File: src/rtl/mole_pkg.sv
// Shared definitions for the whack-a-mole round scheduler.
//   state_t   : controller states
//   sat_add8  : 8-bit add that saturates at 255
//   W         : timer / rng width, $clog2 of the default 2047 ms timer range
package mole_pkg;

   localparam int MAX_MS_DEF = 2047;
   localparam int W          = $clog2(MAX_MS_DEF);

   typedef enum logic [2:0] {IDLE, GAP, UP, FLASH, DONE} state_t;

   function automatic logic [7:0] sat_add8(input logic [7:0] a, input logic [7:0] b);
      logic [8:0] sum;
      sum = {1'b0, a} + {1'b0, b};
      return sum[8] ? 8'hFF : sum[7:0];
   endfunction

endpackage

File: src/rtl/mole_round_scheduler_mole_select.sv
// Picks the next mole position and holds it for the rest of the round.
// The candidate is random_value % NUM_MOLES; when it equals the previous
// position it is bumped to the next mole (wrapping), so the same mole never
// comes up twice in a row. The held position clears to 0 on reset.
// Ports:
//   clk, reset_n  : clock, asynchronous active-low reset
//   random_value  : free-running rng value
//   latch         : 1-cycle strobe, captures the new position
//   pos           : currently held mole position
module mole_select
   import mole_pkg::*;
#(
   parameter int NUM_MOLES = 4,
   parameter int PW        = 2
) (
   input  logic          clk,
   input  logic          reset_n,
   input  logic [W-1:0]  random_value,
   input  logic          latch,
   output logic [PW-1:0] pos
);

   logic [PW-1:0] cand;
   logic [PW-1:0] pick;

   always_comb begin
      cand = PW'(random_value % W'(NUM_MOLES));
      pick = cand;
      if (cand == pos) begin
         pick = (cand == PW'(NUM_MOLES - 1)) ? '0 : cand + PW'(1);
      end
   end

   always_ff @(posedge clk or negedge reset_n) begin
      if (!reset_n) begin
         pos <= '0;
      end else if (latch) begin
         pos <= pick;
      end
   end

endmodule

File: src/rtl/mole_round_scheduler.sv
// Whack-a-mole game controller. Runs one game of ROUNDS rounds: random gap,
// one random mole lit for the up-time, then score (correct key) or miss
// (wrong key or timeout). Drives the shared down-counting ms timer.
// Optional feature macro: MOLE_SPEEDUP_EN -- up-time starts at UP_MS and drops
// by SPEEDUP_STEP each round end, floored at MIN_UP_MS. Without it the up-time
// is the constant UP_MS.
// Ports:
//   clk, reset_n   : clock, asynchronous active-low reset
//   start          : 1-cycle pulse, starts a game (IDLE or DONE only)
//   hit            : 1-cycle debounced key pulses, bit i = mole i
//   random_value   : free-running rng value
//   timer_value    : down-counting timer value
//   timer_reset    : 1-cycle load pulse, timer_start valid alongside
//   timer_start    : timer load value
//   timer_enable   : timer counts while high (GAP, UP, FLASH)
//   mole_led       : one-hot lit mole or 0
//   score, misses  : saturating 8-bit counters for this game
//   rounds_left    : rounds still to play
//   game_over      : high in DONE
// W comes from mole_pkg; MAX_MS should stay consistent with it.
module mole_round_scheduler
   import mole_pkg::*;
#(
   parameter int MAX_MS       = MAX_MS_DEF,
   parameter int NUM_MOLES    = 4,
   parameter int ROUNDS       = 16,
   parameter int UP_MS        = 1000,
   parameter int MIN_GAP_MS   = 200,
   parameter int FLASH_MS     = 250
`ifdef MOLE_SPEEDUP_EN
   ,parameter int SPEEDUP_STEP = 50,
   parameter int MIN_UP_MS    = 300
`endif
) (
   input  logic                 clk,
   input  logic                 reset_n,
   input  logic                 start,
   input  logic [NUM_MOLES-1:0] hit,
   input  logic [W-1:0]         random_value,
   input  logic [W-1:0]         timer_value,
   output logic                 timer_reset,
   output logic [W-1:0]         timer_start,
   output logic                 timer_enable,
   output logic [NUM_MOLES-1:0] mole_led,
   output logic [7:0]           score,
   output logic [7:0]           misses,
   output logic [7:0]           rounds_left,
   output logic                 game_over
);

   localparam int PW = (NUM_MOLES > 2) ? $clog2(NUM_MOLES) : 1;

   state_t               state, state_nx;
   logic [7:0]           score_nx, misses_nx, rounds_nx;
   logic                 load_nx;
   logic [W-1:0]         start_nx;
   logic                 armed;
   logic                 latch_pos;
   logic                 restart;
   logic                 end_round;
   logic [PW-1:0]        pos;
   logic [NUM_MOLES-1:0] pos_mask;
   logic                 correct, wrong, expiry;
   logic [W:0]           gap_sum;
   logic [W-1:0]         gap_ms;
   logic [W-1:0]         up_time;

   mole_select #(
      .NUM_MOLES (NUM_MOLES),
      .PW        (PW)
   ) u_select (
      .clk          (clk),
      .reset_n      (reset_n),
      .random_value (random_value),
      .latch        (latch_pos),
      .pos          (pos)
   );

   // Gap = MIN_GAP_MS + random_value[W-2:0], clamped to the timer range.
   always_comb begin
      gap_sum = (W+1)'(MIN_GAP_MS) + {2'b00, random_value[W-2:0]};
      gap_ms  = (gap_sum > (W+1)'(MAX_MS)) ? W'(MAX_MS) : gap_sum[W-1:0];
   end

`ifdef MOLE_SPEEDUP_EN
   logic [W-1:0] up_ms, up_ms_nx;

   // Compare before subtracting so the up-time never wraps below the floor.
   always_comb begin
      up_ms_nx = up_ms;
      if (restart) begin
         up_ms_nx = W'(UP_MS);
      end else if (end_round) begin
         up_ms_nx = (up_ms >= W'(MIN_UP_MS + SPEEDUP_STEP)) ?
                    up_ms - W'(SPEEDUP_STEP) : W'(MIN_UP_MS);
      end
   end

   always_ff @(posedge clk or negedge reset_n) begin
      if (!reset_n) begin
         up_ms <= W'(UP_MS);
      end else begin
         up_ms <= up_ms_nx;
      end
   end

   assign up_time = up_ms;
`else
   assign up_time = W'(UP_MS);
`endif

   assign pos_mask     = NUM_MOLES'(1) << pos;
   assign correct      = |(hit & pos_mask);
   assign wrong        = |(hit & ~pos_mask);
   assign timer_enable = (state == GAP) || (state == UP) || (state == FLASH);
   assign mole_led     = ((state == UP) || (state == FLASH)) ? pos_mask : '0;
   assign game_over    = (state == DONE);

   // timer_value is stale while the load pulse is out and in the cycle after
   // it (armed), so a leftover 0 from the previous phase is not an expiry.
   assign expiry = (timer_value == '0) && timer_enable && !armed && !timer_reset;

   always_comb begin
      state_nx  = state;
      score_nx  = score;
      misses_nx = misses;
      rounds_nx = rounds_left;
      load_nx   = 1'b0;
      start_nx  = '0;
      latch_pos = 1'b0;
      restart   = 1'b0;
      end_round = 1'b0;

      case (state)
         IDLE, DONE: begin
            if (start) begin
               restart   = 1'b1;
               score_nx  = 8'd0;
               misses_nx = 8'd0;
               rounds_nx = 8'(ROUNDS);
               load_nx   = 1'b1;
               start_nx  = gap_ms;
               state_nx  = GAP;
            end
         end
         GAP: begin
            if (expiry) begin
               latch_pos = 1'b1;
               load_nx   = 1'b1;
               start_nx  = up_time;
               state_nx  = UP;
            end
         end
         UP: begin
            // A clean correct hit wins even in the expiry cycle; any wrong key
            // turns the press into a miss.
            if (correct && !wrong) begin
               score_nx = sat_add8(score, 8'd1);
               load_nx  = 1'b1;
               start_nx = W'(FLASH_MS);
               state_nx = FLASH;
            end else if (wrong || expiry) begin
               misses_nx = sat_add8(misses, 8'd1);
               end_round = 1'b1;
            end
         end
         FLASH: begin
            if (expiry) begin
               end_round = 1'b1;
            end
         end
         default: state_nx = IDLE;
      endcase

      if (end_round) begin
         rounds_nx = rounds_left - 8'd1;
         if (rounds_nx == 8'd0) begin
            state_nx = DONE;
         end else begin
            load_nx  = 1'b1;
            start_nx = gap_ms;
            state_nx = GAP;
         end
      end
   end

   always_ff @(posedge clk or negedge reset_n) begin
      if (!reset_n) begin
         state       <= IDLE;
         score       <= 8'd0;
         misses      <= 8'd0;
         rounds_left <= 8'd0;
         timer_reset <= 1'b0;
         timer_start <= '0;
         armed       <= 1'b0;
      end else begin
         state       <= state_nx;
         score       <= score_nx;
         misses      <= misses_nx;
         rounds_left <= rounds_nx;
         timer_reset <= load_nx;
         timer_start <= start_nx;
         armed       <= timer_reset;
      end
   end

endmodule

File: config.mk
export PLATFORM = sky130hd
export DESIGN_NAME = mole_round_scheduler
export DESIGN_NICKNAME = d
export VERILOG_FILES = /design/src/rtl/mole_pkg.sv /design/src/rtl/mole_round_scheduler_mole_select.sv /design/src/rtl/mole_round_scheduler.sv
export SDC_FILE = /design/constraint.sdc
export NUM_CORES = 1
export LEC_CHECK = 0
export ABC_AREA = 1
export CAP_MARGIN = 20
export CORE_MARGIN = 10
export CORE_UTILIZATION = 40
export CTS_CLUSTER_DIAMETER = 40
export CTS_CLUSTER_SIZE = 24
export DETAILED_ROUTE_END_ITERATION = 8
export GPL_TIMING_DRIVEN = 1
export HOLD_SLACK_MARGIN = 0.15
export PLACE_DENSITY = 0.69
export REMOVE_ABC_BUFFERS = 1
export SKIP_LAST_GASP = 1
export SYNTH_ARGS = -nofsm -noshare
export SYNTH_HDL_FRONTEND = slang
export SYNTH_SLANG_ARGS = --single-unit
File: constraint.sdc
create_clock -name clk -period 1.75 [get_ports clk]
set_input_delay 0.35 -clock clk [delete_from_list [all_inputs] [get_ports clk]]
set_output_delay 0.35 -clock clk [all_outputs]
set_load 0.02 [all_outputs]
==> flow_summary.yaml, run 1 <==
route:
  wl_per_cell_um: 12.7
  drt_wl_total_um: 6780
  drcViolationCount: 0
  first_pass_iters: 4
  drtAntennaViolNets: 0
  viasPerCell: 4.87
  vias: 2598
  drt_iter0_markers: 55
grt:
  grt_pass1_wl_um: 11200
  grt_pass1_vias: 2473
  grt_overflow: 0
  grt_max_degree: 43
  antenna_found_initial: 0
  grt_use_total_pct: 13.3
yosys:
  synth_compound_gate_area_share_pct: 11.7
  synth_top_family_by_area: "simple AND/OR/NAND/NOR gates"
  syn_avg_cell_area_um2: 7.23
  synth-simple-area-share_pct: 32.8
  syn_inst: 353
  ys_seq_area_share_pct: 41.2
  synthAdderAreaFrac_pct: 3.43
  netlist_top_cells_area: "dfrtp_1 (41%), nand2_1 (15%), nor2_1 (6.5%)"
  yosysTopAreaCellShare_pct: 41.2
  ys_types: 37
  syn_area_um2: 2550
  synth.mux.area_fraction_pct: 0.441
  synth-xor-area-share_pct: 3.09
  ys_ff_latch: 42
  synth_largest_area_cell: "dfrtp_1"
  synth-edff-count: 0
  async_flop_share_pct: 100
  ys.warnings.count: 0
  dominantRegCellSynth: "dfrtp_1"
  synth_common_cells: "nand2_1 (99), nor2_1 (44), dfrtp_1 (42)"
  yosysMostFrequentCell: "nand2_1"
placement:
  io_buffers: 69
  place_congestion: 0.779
  hpwl_um: 5260
  place_inst: 520
critical_path:
  worstPathRequired_ns: 1.93
  crit_slowest_cell: "clkdlybuf4s50_1"
  r2r_slack_ns: 0.08
  crit_cells: 10
  end_kind: "register"
  critPathMaxStageDelay_ns: 0.42
  r2r_cells: 11
  crit_buf_inv: 2
  r2r_end: "score[4]"
  r2r_start: "u_select.pos[0]"
  critical_path_class: "input pin to register"
  cp.arrival_ns: 1.89
  cp_max_fo: 5
  crit_path_start_kind: "input pin"
  crit_chain: "clkdlybuf4s50_1 > nor2_1 > nand2_1 > nor2_4 > nand2_1 > a21oi_2 > nand2_2 > nor2_4 > clkbuf_16 > o21ai_1"
  path_delay_family: "simple AND/OR/NAND/NOR gates"
sta:
  timing.final.crit_share_pct: 97.4
  relSlewSlack_pct: 64.4
  fin_crit_ns: 1.70
  tns_ns: 0
  worst_slew_pin_slew_ns: 0.534
  rsz0062_at_grt: "yes"
  finalSetupViolations: 0
  timing.fmax_mhz: 587
  maxSlewViolCount: 0
  fin_skew_ns: 0.00743
  whs_ns: 0.434
  hold_violations: 0
final_layout:
  final_cells: 534
  num_antenna_cells: 0
  syn2layout_area_growth_pct: 47.3
  drive_gt1_share_pct: 18.6
  fin_nets: 492
  post-route-util_pct: 59.9
clocking:
  cts_tree: "yes"
  clock_path_buffers: 2
  clock_latency_ns: 0.29
  htree_levels: 2
  cts-root-buf: "clkbuf_8"
  cts.sinks: 42
  cts_made_buffers: 5
  path_clk_slew_ns: 0.08
die:
  core_area_um2: 6280
  start_util_pct: 40.7
  num_rows: 29
  die_area_um2: 9980
  fp.dieH_um: 99.9
  die_w_um: 99.9
  pin_count: 71
worst_hold_path:
  worst_hold_startpoint: "timer_reset"
  hp-class: "register to register"
  min_to: "armed"
  hold_path_depth: 0
pwr:
  ir_drop_v: 0.000525
  p_per_area_nw_per_um2: 732
  p_leak_nw: 1.98
outcome:
  outcome: "completed"
run:
  drv_cap: 0
## cells in the final DEF, fill, tap and decap left out, types with 14 or more instances in the layout
| master | Yosys | final |
|---|---|---|
| clkdlybuf4s50_1 | 0 | 47 |
| dlymetal6s2s_1 | 0 | 14 |
| dfrtp_1 | 42 | 40 |
| nor2_1 | 44 | 39 |
| a21oi_1 | 20 | 20 |
| nand2_1 | 99 | 96 |
| o21ai_0 | 20 | 18 |
| buf_4 | 2 | 29 |
| nand3_1 | 27 | 25 |
| inv_1 | 38 | 36 |
## worst register-to-register path, stage by stage, from the launching register on
cell and delay, ns:
dfrtp_2 0.46, nor2_2 0.14, inv_1 0.06, nand2_1 0.05
nand2_1 0.08, nor2_4 0.14, nand2_1 0.07, nand2_1 0.06
nand2_2 0.08, nor2_4 0.19, clkbuf_16 0.18, o21ai_1 0.05
## registers in the layout (all words and copies together) (netlist names)
| register | flops |
|---|---|
| u_select.pos | 2 |
| timer_reset | 1 |
| score | 8 |
| rounds_left | 8 |
| armed | 1 |
| timer_start | 11 |
| misses | 8 |
| state | 3 |
## cell families after synthesis
family / count (synthesis)
AND/OR/NAND/NOR: 194
adder cells (fa/ha/maj): 7
AO/OA/AOI/OAI: 54
flip-flops: 42
XOR/XNOR: 9
multiplexers: 1
buffers and inverters: 46
## cell type report
class | count | area [um2]
clock buffer | 6 | 72.6
clock inverter | 2 | 13.8
fill | 590 | 2520
inverter | 41 | 154
multi-input combinational | 265 | 1410
sequential | 42 | 1050
tap | 77 | 96.3
timing repair buffer | 101 | 962
## worst max-delay path by stage
stage                          startpoint  slack [ns]        endpoint
final                      timer_value[8]        0.05        score[4]
after global routing       rounds_left[1]       -0.07  timer_start[8]
after CTS                 u_select.pos[0]       -0.02     mole_led[0]
after detailed placement   timer_value[1]       -0.27  timer_start[8]
after global placement     timer_value[1]       -0.24  timer_start[8]
after floorplan            rounds_left[0]       -0.03  timer_start[4]
## metrics by stage
step	setup WS, ns	cell area, um2	total power [mW]
2_1_floorplan	-0.0311	2520	1.57
3_3_place_gp	-0.241	3510	2.04
3_5_place_dp	-0.271	3510	2.05
4_1_cts	-0.0206	3600	2.68
5_1_grt	-0.0664	3760	2.93
6_report	0.0452	3760	2.75
## repair_timing
item | 4_1_cts | 5_1_grt
endpoints found under the setup margin | 13 | 55
cloned | 0 | 1
hold buffers | 1 | 0
gates resized for setup | 9 | 52
hold endpoints to repair | 42 | 0
setup buffers | 0 | 4
pin swaps | 0 | 13
## per-layer routing
| metal | GRT usage [%] | vias up | wire (um) |
|---|---|---|---|
| li1 | - | 1349 | - |
| met1 | 15.0 | 1187 | 2890 |
| met2 | 22.7 | 53 | 3310 |
| met3 | 4.88 | 9 | 482 |
| met4 | 4.41 | 0 | 99 |
| met5 | 0 | - | 0 |
## where the power goes
part / internal, mW / switching [mW]
clock: 0.282 / 0.340
combinational: 0.482 / 0.565
sequential: 1.05 / 0.0395
total: 1.81 / 0.944
No activity file was read; power rests on OpenSTA's default activity.
==> inputs of run 2 (changes only) <==
--- a/config.mk
+++ b/config.mk
@@ -5,7 +5,6 @@
 export SDC_FILE = /design/constraint.sdc
 export NUM_CORES = 1
 export LEC_CHECK = 0
-export ABC_AREA = 1
 export CAP_MARGIN = 20
 export CORE_MARGIN = 10
 export CORE_UTILIZATION = 40
==> run 2 against run 1 <==
- the flow now finishes with violations (negative setup slack)
- critical path depth is 2 lower
- area after synthesis decreased by 2.6%
- sequential share of layout area shrank 2.0 points
- worst hold slack gained 0.091 ns
- synthesized cell count shrank 24%
- flip-flop and latch count unchanged
- clock skew is 0.0048 ns lower
- final cell count shrank 11%
- first-iteration DRC count grew 95%
- wire length increased by 10%
- global-route usage increased by 1.7 points
- die area fell by 2.1%
- critical endpoint is now rounds_left[2]
- largest power group is now combinational logic
==> flow_summary.yaml, run 2 <==
grt:
  grt_max_degree: 43
  antenna_found_initial: 1
  grt_pass1_wl_um: 12400
  grt_overflow: 0
  grt_pass1_vias: 2562
  grt_use_total_pct: 15.0
yosys:
  syn_avg_cell_area_um2: 9.21
  ys_types: 62
  syn_area_um2: 2490
  synth_common_cells: "dfrtp_1 (42), nand2_1 (29), a21oi_1 (24)"
  netlist_top_cells_area: "dfrtp_1 (42%), a21oi_1 (4.8%), nand2_1 (4.4%)"
  yosysMostFrequentCell: "dfrtp_1"
  ys.warnings.count: 0
  syn_inst: 270
  synth_largest_area_cell: "dfrtp_1"
  synth-edff-count: 0
  ys_seq_area_share_pct: 42.3
  async_flop_share_pct: 100
  dominantRegCellSynth: "dfrtp_1"
  yosysTopAreaCellShare_pct: 42.3
  ys_ff_latch: 42
sta:
  relSlewSlack_pct: 64.7
  fin_skew_ns: 0.00258
  timing.final.crit_share_pct: 120
  worst_slew_pin_slew_ns: 0.529
  timing.fmax_mhz: 475
  finalSetupViolations: 43
  rsz0062_at_grt: "yes"
  maxSlewViolCount: 0
  setup_ws_ns: -0.353
  fin_crit_ns: 2.10
  hold_violations: 0
outcome:
  violations: "negative setup slack"
  outcome: "finished with violations"
placement:
  hpwl_um: 5330
  place_area_um2: 3580
  place_congestion: 0.828
  io_buffers: 69
worst_hold_path:
  worst_hold_startpoint: "timer_reset"
  hp-class: "register to register"
pwr:
  p_per_area_nw_per_um2: 955
  ir_drop_v: 0.000643
  p_leak_nw: 1.92
route:
  viasPerCell: 5.28
  first_pass_iters: 5
  drt_wl_total_um: 7470
  drt_iter0_markers: 107
  drtAntennaViolNets: 0
  vias: 2515
  drcViolationCount: 0
  wl_per_cell_um: 15.7
critical_path:
  crit_buf_inv: 2
  worstPathRequired_ns: 1.99
  crit_slowest_cell: "or4_4"
  critical_path_class: "register to register"
  cp-startpoint: "u_select.pos[0]"
  r2r_start: "u_select.pos[0]"
  crit_chain: "or4_4 > o22ai_4 > nor2_4 > a31oi_4 > buf_12 > buf_12 > and2_4 > a21o_1"
  critPathMaxStageDelay_ns: 0.57
  end_kind: "register"
  path_delay_family: "simple AND/OR/NAND/NOR gates"
  crit_path_start_kind: "register"
  cp.arrival_ns: 2.34
  cp_common_cell: "buf_12"
  cp_max_fo: 6
final_layout:
  multi_input_area_um2: 1550
  largest_register_ffs: 11
  drive_gt1_share_pct: 33.0
  fill_cells: 460
  final_cell_mix: "buf_4 (53), dfrtp_1 (41), clkdlybuf4s50_1 (38)"
  post-route-util_pct: 67.5
  final_common_cell: "buf_4"
  syn2layout_area_growth_pct: 62.7
  final_area_um2: 4050
  top_register: "timer_start"
  final-seq-area_um2: 1050
  fin_nets: 436
die:
  fp.dieH_um: 98.8
  core_area_um2: 5990
  num_rows: 28
  start_util_pct: 41.5
  die_area_um2: 9770
  pin_count: 71
  die_w_um: 98.8
clocking:
  path_clk_slew_ns: 0.08
  cts-root-buf: "clkbuf_8"
  cts.sinks: 42
  clock_latency_ns: 0.29
  clock_path_buffers: 2
  htree_levels: 2
  cts_tree: "yes"
  cts_made_buffers: 5
run:
  drv_cap: 0
-- run 2: through the flow --
step / instances / power (mW) / setup TNS, ns / worst slack (ns) / hold WS [ns]
floorplan: 260 / 2.10 / -12.31 / -0.492 / 0.0544
global placement: 452 / 3.00 / -26.65 / -0.717 / 0.454
detailed placement: 452 / 3.03 / -28.62 / -0.782 / 0.456
CTS: 473 / 3.80 / -10.22 / -0.323 / 0.536
global route: 476 / 4.12 / -14.25 / -0.422 / 0.550
finish: 476 / 3.86 / -10.96 / -0.353 / 0.525
-- run 2: what timing repair did --
item	4_1_cts	5_1_grt
hold buffers	1	0
resized for setup	78	36
pin swaps	34	9
cloned	2	0
buffers inserted	11	2
endpoints found under the setup margin	52	55
endpoints found under the hold margin	42	0
-- run 2: final timing paths --
| check | endpoint | slack, ns | cells past startpoint |
|---|---|---|---|
| min reg2reg | armed | 0.53 | 1 |
| max reg2reg | rounds_left[2] | -0.35 | 8 |
| min | armed | 0.53 | 1 |
| max | rounds_left[2] | -0.35 | 8 |
| min in group asynchronous | rounds_left[2] | 0.64 | 3 |
| max in group asynchronous | u_select.pos[1] | 0.72 | 3 |
-- run 2: area by class of cell --
| type | instances | share of cell area (%) |
|---|---|---|
| clock inverter | 2 | 0.371 |
| tap | 75 | 2.32 |
| sequential | 42 | 26.0 |
| clock buffer | 5 | 1.70 |
| multi-input combinational | 208 | 38.4 |
| antenna | 1 | 0.0619 |
| inverter | 11 | 1.02 |
| timing repair buffer | 132 | 30.2 |
-- run 2: worst register-to-register path, delay by kind of cell, from the launching register on --
| family | cells | cell delay, ns |
|---|---|---|
| buffers and inverters | 2 | 0.26 |
| flip-flops | 1 | 0.44 |
| AO/OA/AOI/OAI | 3 | 0.53 |
| AND/OR/NAND/NOR | 3 | 0.81 |
-- run 2: kinds of logic after synthesis --
group	share of synthesized area, %
xor gates and xnor gates	2.82
AOI/OAI and AO/OA	23.4
muxes	0.906
buffers and inverters	3.93
DFF	42.3
adders and majority gates	3.52
and+or+nand+nor	23.2
-- run 2: layer usage --
| layer | track usage [%] | up-vias | wire length [um] |
|---|---|---|---|
| met3 | 4.96 | 5 | 517 |
| met1 | 18.7 | 1193 | 3230 |
| met5 | 0 | - | 0 |
| li1 | - | 1243 | - |
| met4 | 3.75 | 0 | 61 |
| met2 | 24.3 | 74 | 3660 |
-- run 2: report_power, final --
part | switching, mW | internal, mW
combinational | 0.970 | 0.979
sequential | 0.160 | 1.14
clock | 0.338 | 0.272
